<file path="src/rtl/nco_pkg.sv">
// nco_pkg: shared types and helpers for the NCO clock generator.
//   ACC_W_DEFAULT : default accumulator / tuning-word width
//   ftw_t         : tuning word at the default width
//   lock_state_e  : lock FSM states
//   ftw_from_hz   : tuning word for a wanted output frequency, rounded to nearest
package nco_pkg;

  localparam int ACC_W_DEFAULT = 32;

  typedef logic [ACC_W_DEFAULT-1:0] ftw_t;

  typedef enum logic {
    SETTLE = 1'b0,
    LOCKED = 1'b1
  } lock_state_e;

  // f_out * 2^ACC_W / f_clk, rounded. Valid for f_out < 2^31 so the shift
  // stays inside 64 bits.
  function automatic ftw_t ftw_from_hz(input longint unsigned f_out,
                                       input longint unsigned f_clk);
    longint unsigned num;
    num = (f_out << ACC_W_DEFAULT) + (f_clk >> 1);
    return ftw_t'(num / f_clk);
  endfunction

endpackage

</file>
<file path="src/rtl/nco_channel.sv">
// nco_channel: one phase-accumulator NCO with a shadowed tuning word.
//   clk_i, rst_ni : clock, asynchronous active-low reset
//   en_i          : run enable; accumulator held at 0 while low
//   wr_i          : accepted write strobe (only asserted when ready_o is high)
//   wr_data_i     : tuning word to park in the shadow register
//   phase_o       : registered accumulator value
//   clk_out_o     : accumulator MSB
//   carry_o       : carry-out of this cycle's add (combinational)
//   applied_o     : shadow is copied into the live tuning word this cycle
//   ready_o       : no update pending, a new write can be taken
module nco_channel
  import nco_pkg::*;
#(
  parameter int          ACC_W   = ACC_W_DEFAULT,
  parameter int unsigned FTW_RST = 0
) (
  input  logic             clk_i,
  input  logic             rst_ni,
  input  logic             en_i,
  input  logic             wr_i,
  input  logic [ACC_W-1:0] wr_data_i,
  output logic [ACC_W-1:0] phase_o,
  output logic             clk_out_o,
  output logic             carry_o,
  output logic             applied_o,
  output logic             ready_o
);

  logic [ACC_W-1:0] acc_q, acc_d;
  logic [ACC_W-1:0] ftw_q, ftw_d;
  logic [ACC_W-1:0] shadow_q, shadow_d;
  logic             pending_q, pending_d;
  logic [ACC_W:0]   sum;
  logic             apply;

  always_comb begin
    sum       = {1'b0, acc_q} + {1'b0, ftw_q};
    // A running channel swaps tuning words only on the wrap add (which still
    // uses the old word), so the waveform never sees a shortened period.
    // A stopped channel has no waveform to protect and swaps at once.
    apply     = pending_q & (~en_i | sum[ACC_W]);
    acc_d     = en_i ? sum[ACC_W-1:0] : '0;
    ftw_d     = apply ? shadow_q : ftw_q;
    shadow_d  = wr_i ? wr_data_i : shadow_q;
    // wr_i and apply never coincide: writes are only taken while not pending.
    pending_d = wr_i | (pending_q & ~apply);
  end

  always_ff @(posedge clk_i or negedge rst_ni) begin
    if (!rst_ni) begin
      acc_q     <= '0;
      ftw_q     <= ACC_W'(FTW_RST);
      shadow_q  <= '0;
      pending_q <= 1'b0;
    end else begin
      acc_q     <= acc_d;
      ftw_q     <= ftw_d;
      shadow_q  <= shadow_d;
      pending_q <= pending_d;
    end
  end

  assign phase_o   = acc_q;
  assign clk_out_o = acc_q[ACC_W-1];
  assign carry_o   = en_i & sum[ACC_W];
  assign applied_o = apply;
  assign ready_o   = ~pending_q;

endmodule

</file>
<file path="src/rtl/nco_clkgen.sv">
// nco_clkgen: multi-channel NCO clock synthesizer with glitch-free retuning
// and a settle/lock indicator.
//   clk, reset_n : system clock, asynchronous active-low reset
//   ftw_valid/ftw_ready/ftw_ch/ftw_data : tuning-word write handshake
//   en      : per-channel run enable
//   phase   : accumulators, channel i at [i*ACC_W +: ACC_W]
//   clk_out : accumulator MSB per channel
//   tick    : one-cycle pulse the cycle after a channel wraps
//   locked  : no retune or enable change for LOCK_CYCLES cycles
module nco_clkgen
  import nco_pkg::*;
#(
  parameter int          ACC_W       = ACC_W_DEFAULT,
  parameter int          CH          = 2,
  parameter int unsigned FTW_RST     = 0,
  parameter int          LOCK_CYCLES = 1024,
  localparam int         CH_W        = (CH > 1) ? $clog2(CH) : 1
) (
  input  logic                  clk,
  input  logic                  reset_n,
  input  logic                  ftw_valid,
  output logic                  ftw_ready,
  input  logic [CH_W-1:0]       ftw_ch,
  input  logic [ACC_W-1:0]      ftw_data,
  input  logic [CH-1:0]         en,
  output logic [CH*ACC_W-1:0]   phase,
  output logic [CH-1:0]         clk_out,
  output logic [CH-1:0]         tick,
  output logic                  locked
);

  localparam int CNT_W = $clog2(LOCK_CYCLES + 1);

  logic [CH-1:0]    ch_ready;
  logic [CH-1:0]    ch_applied;
  logic [CH-1:0]    ch_carry;
  logic [CH-1:0]    wr;
  logic [CH-1:0]    tick_q;
  logic [CH-1:0]    en_q;
  logic             ready_mux;
  logic             lock_evt;
  lock_state_e      state_q;
  logic [CNT_W-1:0] cnt_q;
  logic             locked_q;

  // Out-of-range channel numbers match nothing and so read as ready; the
  // write is then accepted and simply dropped.
  always_comb begin
    ready_mux = 1'b1;
    for (int i = 0; i < CH; i++) begin
      if (ftw_ch == CH_W'(i)) ready_mux = ch_ready[i];
    end
  end
  assign ftw_ready = ready_mux;

  generate
    for (genvar gi = 0; gi < CH; gi++) begin : g_ch
      assign wr[gi] = ftw_valid & ch_ready[gi] & (ftw_ch == CH_W'(gi));

      nco_channel #(
        .ACC_W   (ACC_W),
        .FTW_RST (FTW_RST)
      ) u_ch (
        .clk_i     (clk),
        .rst_ni    (reset_n),
        .en_i      (en[gi]),
        .wr_i      (wr[gi]),
        .wr_data_i (ftw_data),
        .phase_o   (phase[gi*ACC_W +: ACC_W]),
        .clk_out_o (clk_out[gi]),
        .carry_o   (ch_carry[gi]),
        .applied_o (ch_applied[gi]),
        .ready_o   (ch_ready[gi])
      );
    end
  endgenerate

  always_ff @(posedge clk or negedge reset_n) begin
    if (!reset_n) tick_q <= '0;
    else          tick_q <= ch_carry;
  end
  assign tick = tick_q;

  // Deliberately not reset: it keeps following en while reset is held, so an
  // enable pattern that is steady across reset release is not seen as a toggle.
  always_ff @(posedge clk) begin
    en_q <= en;
  end

  assign lock_evt = (|ch_applied) | (en != en_q);

  always_ff @(posedge clk or negedge reset_n) begin
    if (!reset_n) begin
      state_q  <= SETTLE;
      cnt_q    <= '0;
      locked_q <= 1'b0;
    end else begin
      case (state_q)
        SETTLE: begin
          if (lock_evt) begin
            cnt_q <= '0;
          end else if (cnt_q == CNT_W'(LOCK_CYCLES - 1)) begin
            state_q  <= LOCKED;
            cnt_q    <= '0;
            locked_q <= 1'b1;
          end else begin
            cnt_q <= cnt_q + CNT_W'(1);
          end
        end
        LOCKED: begin
          if (lock_evt) begin
            state_q  <= SETTLE;
            cnt_q    <= '0;
            locked_q <= 1'b0;
          end
        end
      endcase
    end
  end
  assign locked = locked_q;

endmodule

</file>
<file path="config.mk">
export PLATFORM = sky130hd
export DESIGN_NAME = nco_clkgen
export DESIGN_NICKNAME = d
export VERILOG_FILES = /design/src/rtl/nco_pkg.sv /design/src/rtl/nco_channel.sv /design/src/rtl/nco_clkgen.sv
export SDC_FILE = /design/constraint.sdc
export NUM_CORES = 1
export LEC_CHECK = 0
export BUFFER_PORTS_ARGS = -buffer_cell sky130_fd_sc_hd__buf_2
export CORE_ASPECT_RATIO = 0.6
export CORE_MARGIN = 2
export CORE_UTILIZATION = 50
export CTS_CLUSTER_SIZE = 24
export DETAILED_ROUTE_END_ITERATION = 12
export PLACE_DENSITY = 0.7
export SLEW_MARGIN = 20
export SYNTH_ARGS = -nofsm -noshare
export SYNTH_HDL_FRONTEND = slang
export SYNTH_SLANG_ARGS = --single-unit
</file>
<file path="constraint.sdc">
create_clock -name clk -period 2.54 [get_ports clk]
set_input_delay 0.254 -clock clk [delete_from_list [all_inputs] [get_ports clk]]
set_output_delay 0.254 -clock clk [all_outputs]
set_load 0.02 [all_outputs]
</file>
==> reports/metrics.yaml <==
status:
  status: "complete, but fails checks"
  failed_checks: "setup timing"
run:
  maxCapViolCount: 0
critical_path:
  worstSetupStartpointType: "flop"
  reg2reg_setup_slack_ps: -310
  cp-startpoint: "g_ch[1].u_ch.phase_o[25]"
  crit_chain: "ha_4, nand3_4, or2_4, or4_4, o2111ai_4, nand2_2, buf_6, a21bo_4, buf_6, mux2_4"
  required_ps: 2930
  crit_fanout: 5
  r2r-start: "g_ch[1].u_ch.phase_o[25]"
  r2r-end: "g_ch[1].u_ch.ftw_q[20]"
  cp_slowest_cell: "or4_4"
  critPathKind: "flop to flop"
  reg2regPathDepth: 10
  slowest_delay_ps: 500
  cp.arrival_ps: 3250
  endpoint_kind: "flop"
  cp_common_cell: "buf_6"
  crit_end: "g_ch[1].u_ch.ftw_q[20]"
synthesis:
  synth_cell_types: 75
  ys_warn_count: 0
  syn_avg_cell_area_sq_um: 11.1
  synth_seq_area_share_pct: 46.9
  synth_top_area_share_pct: 46.5
  yosysTopAreaCell: "dfrtp_1"
  synth-seq-cells: 211
  async_flop_share_pct: 99.1
  ys.flop_type: "dfrtp_1"
  synthesis.instances: 1014
  synth_nets: 1119
  synth_area_sq_um: 11200
  synth_edf_count: 0
  synth_area_leaders: "dfrtp_1, mux2_2, ha_1, mux2_4, nor2_1"
power_and_ir_drop:
  switching_share_pct: 41.0
  total_power_mw: 23.8
  seq_power_share_pct: 24.5
  power.internal_mw: 14.1
  p_comb_share_pct: 62.9
  power.switching_mw: 9.77
  p_leak_nw: 7.43
  power_density_nw_per_um2: 1510
  pwr-share-clk_pct: 12.7
  ir_drop_mv: 0.934
clock_network:
  clockRootBuffer: "clkbuf_16"
  clk_pin_slew_worst_paths_ps: 70
  h-tree-depth: 1
  cts_max_path_buffers: 3
  clk-insertion-delay-late_ps: 510
  cts.sinks: 211
  cts_made_buffers: 21
  cts_tree: "yes"
die:
  boundaryPins: 108
  core_area_sq_um: 22100
  die_y_microns: 120
  die_area_sq_um: 23700
  num_rows: 42
  start_util_pct: 50.9
  fp.dieW_microns: 198
finish:
  mostFrequentLayoutCells: "dfrtp_1, buf_4, buf_2"
  layout_commonest_cell: "dfrtp_1"
  finish.instance_area_sq_um: 15800
  diodes: 0
  drive_gt1_share_pct: 47.4
  area_growth_syn_to_layout_pct: 40.5
  design.final.nets: 1451
timing:
  slew_headroom_pct: 51.2
  worstMarginPinSlew_ps: 732
  setup_viol: 93
  hold_viol_final: 0
  finalMaxSlewViolations: 0
  finalSetupTns_ps: -19720
  period_share_pct: 112
  hold_slack_ps: 14.6
  setup_ws_ps: -312
  fin_crit_ps: 2850
  fmax_ghz: 0.351
  clock_skew_ps: 9.95
  rsz0062_at_grt: "true"
route:
  drc: 0
  drtIter0Drc: 672
  wl_mm: 32.5
  vias: 9312
  antenna_left: 0
  vias_per_cell: 5.66
  wl_per_cell_microns: 19.8
  dr.pass1.iters: 5
placed_design:
  placed_cell_area_sq_um: 13700
  io_buffers: 107
  hpwl_mm: 22.4
  routabilityCongestion: 0.940
  dp_slack_ps: -319
min_path:
  hold_path_class: "input pin to flop"
global_route:
  grt_pass1_wl_mm: 49.2
  grt_usage_pct: 26.6
  grt_max_degree: 79
  grt_pass1_vias: 8915
  overflow: 0
  antenna_found_initial: 0
## registers in the layout (all words and copies together), names as in the netlist
signal	count
g_ch.u_ch.pending_q	2
en_q	2
cnt_q	11
state_q	1
g_ch.u_ch.phase_o	64
locked	1
g_ch.u_ch.ftw_q	64
g_ch.u_ch.shadow_q	64
tick	2
## metrics by stage
step / instances / util [%]
after detailed placement: 1565 / 61.9
after global routing: 1646 / 71.5
after CTS: 1628 / 68.4
after global placement: 1565 / 61.9
after floorplan: 1014 / -
final: 1646 / 71.5
## Yosys cell counts, drive strengths merged, types with 6 or more instances
cell type and instances:
and2 9, a211oi 7, o21a 10, a21o 20, a21oi 69, o31ai 6
nor3 15, a31oi 7, clkbuf 19, o21bai 10, nand2 53, and3 15
dfrtp 209, o21ai 38, xnor2 24, nand3 26, nand2b 18, inv 27
xor2 23, buf 16, nand4 7, nor3b 6, nor2b 11, nor2 94
o211ai 13, mux2i 7, ha 65, mux2 128
## routing by layer
layer | track usage [%] | vias up | part of all wire (%)
met4 | 3.71 | 0 | 1.3
met1 | 41.6 | 4616 | 49
met5 | 0 | - | 0
li1 | - | 4343 | -
met2 | 37.9 | 317 | 42
met3 | 6.63 | 36 | 7.1
## worst min path at each step
stage | start | end | slack (ps) | depth (start not counted)
floorplan | reset_n | cnt_q[0] | -40 | 0
global placement | reset_n | g_ch[1].u_ch.phase_o[9] | 350 | 1
detailed placement | reset_n | g_ch[1].u_ch.phase_o[8] | 340 | 1
CTS | ftw_data[26] | g_ch[1].u_ch.shadow_q[26] | 2 | 2
global route | ftw_data[26] | g_ch[1].u_ch.shadow_q[26] | 0.4 | 2
finish | ftw_data[26] | g_ch[1].u_ch.shadow_q[26] | 10 | 2
## cell families after synthesis
| logic type | synth area share, % |
|---|---|
| adder cells (fa/ha/maj) | 7.59 |
| AND/OR/NAND/NOR | 12.2 |
| flip-flops | 46.9 |
| AO/OA/AOI/OAI | 12.4 |
| multiplexers | 14.5 |
| buffers and inverters | 2.75 |
| XOR/XNOR | 3.66 |
## critical path, delay by kind of cell (launching register included)
kind | cells | cell delay, ps
simple gates | 4 | 910
compound gates | 2 | 480
flops | 1 | 470
fa+ha+maj | 1 | 320
mux | 1 | 280
buf+inv | 2 | 260
## repair_timing
action	4_1_cts	5_1_grt
cloned	2	3
setup endpoints to repair	102	107
endpoints found under the hold margin	81	0
pin swaps	37	56
resized for setup	95	107
hold buffers	5	0
buffers inserted	20	18
## area by class of cell
cell class | instances | area [sq um]
Tap cell | 286 | 358
Multi-Input combinational cell | 742 | 6840
Inverter | 27 | 101
Clock buffer | 30 | 579
Timing Repair Buffer | 343 | 2560
Sequential cell | 211 | 5280
Clock inverter | 7 | 71.3
Fill cell | 1556 | 6280
## power groups by stage
stage / combinational [mW] / clock, mW / sequential (mW)
after global placement: 11.8 / 0 / 5.70
final: 15.0 / 3.02 / 5.83
after detailed placement: 12.0 / 0 / 5.73
after CTS: 13.3 / 3.08 / 5.78
after floorplan: 7.31 / 0 / 5.84
after global routing: 16.1 / 3.21 / 5.97
(Power assumes the default switching activity.)
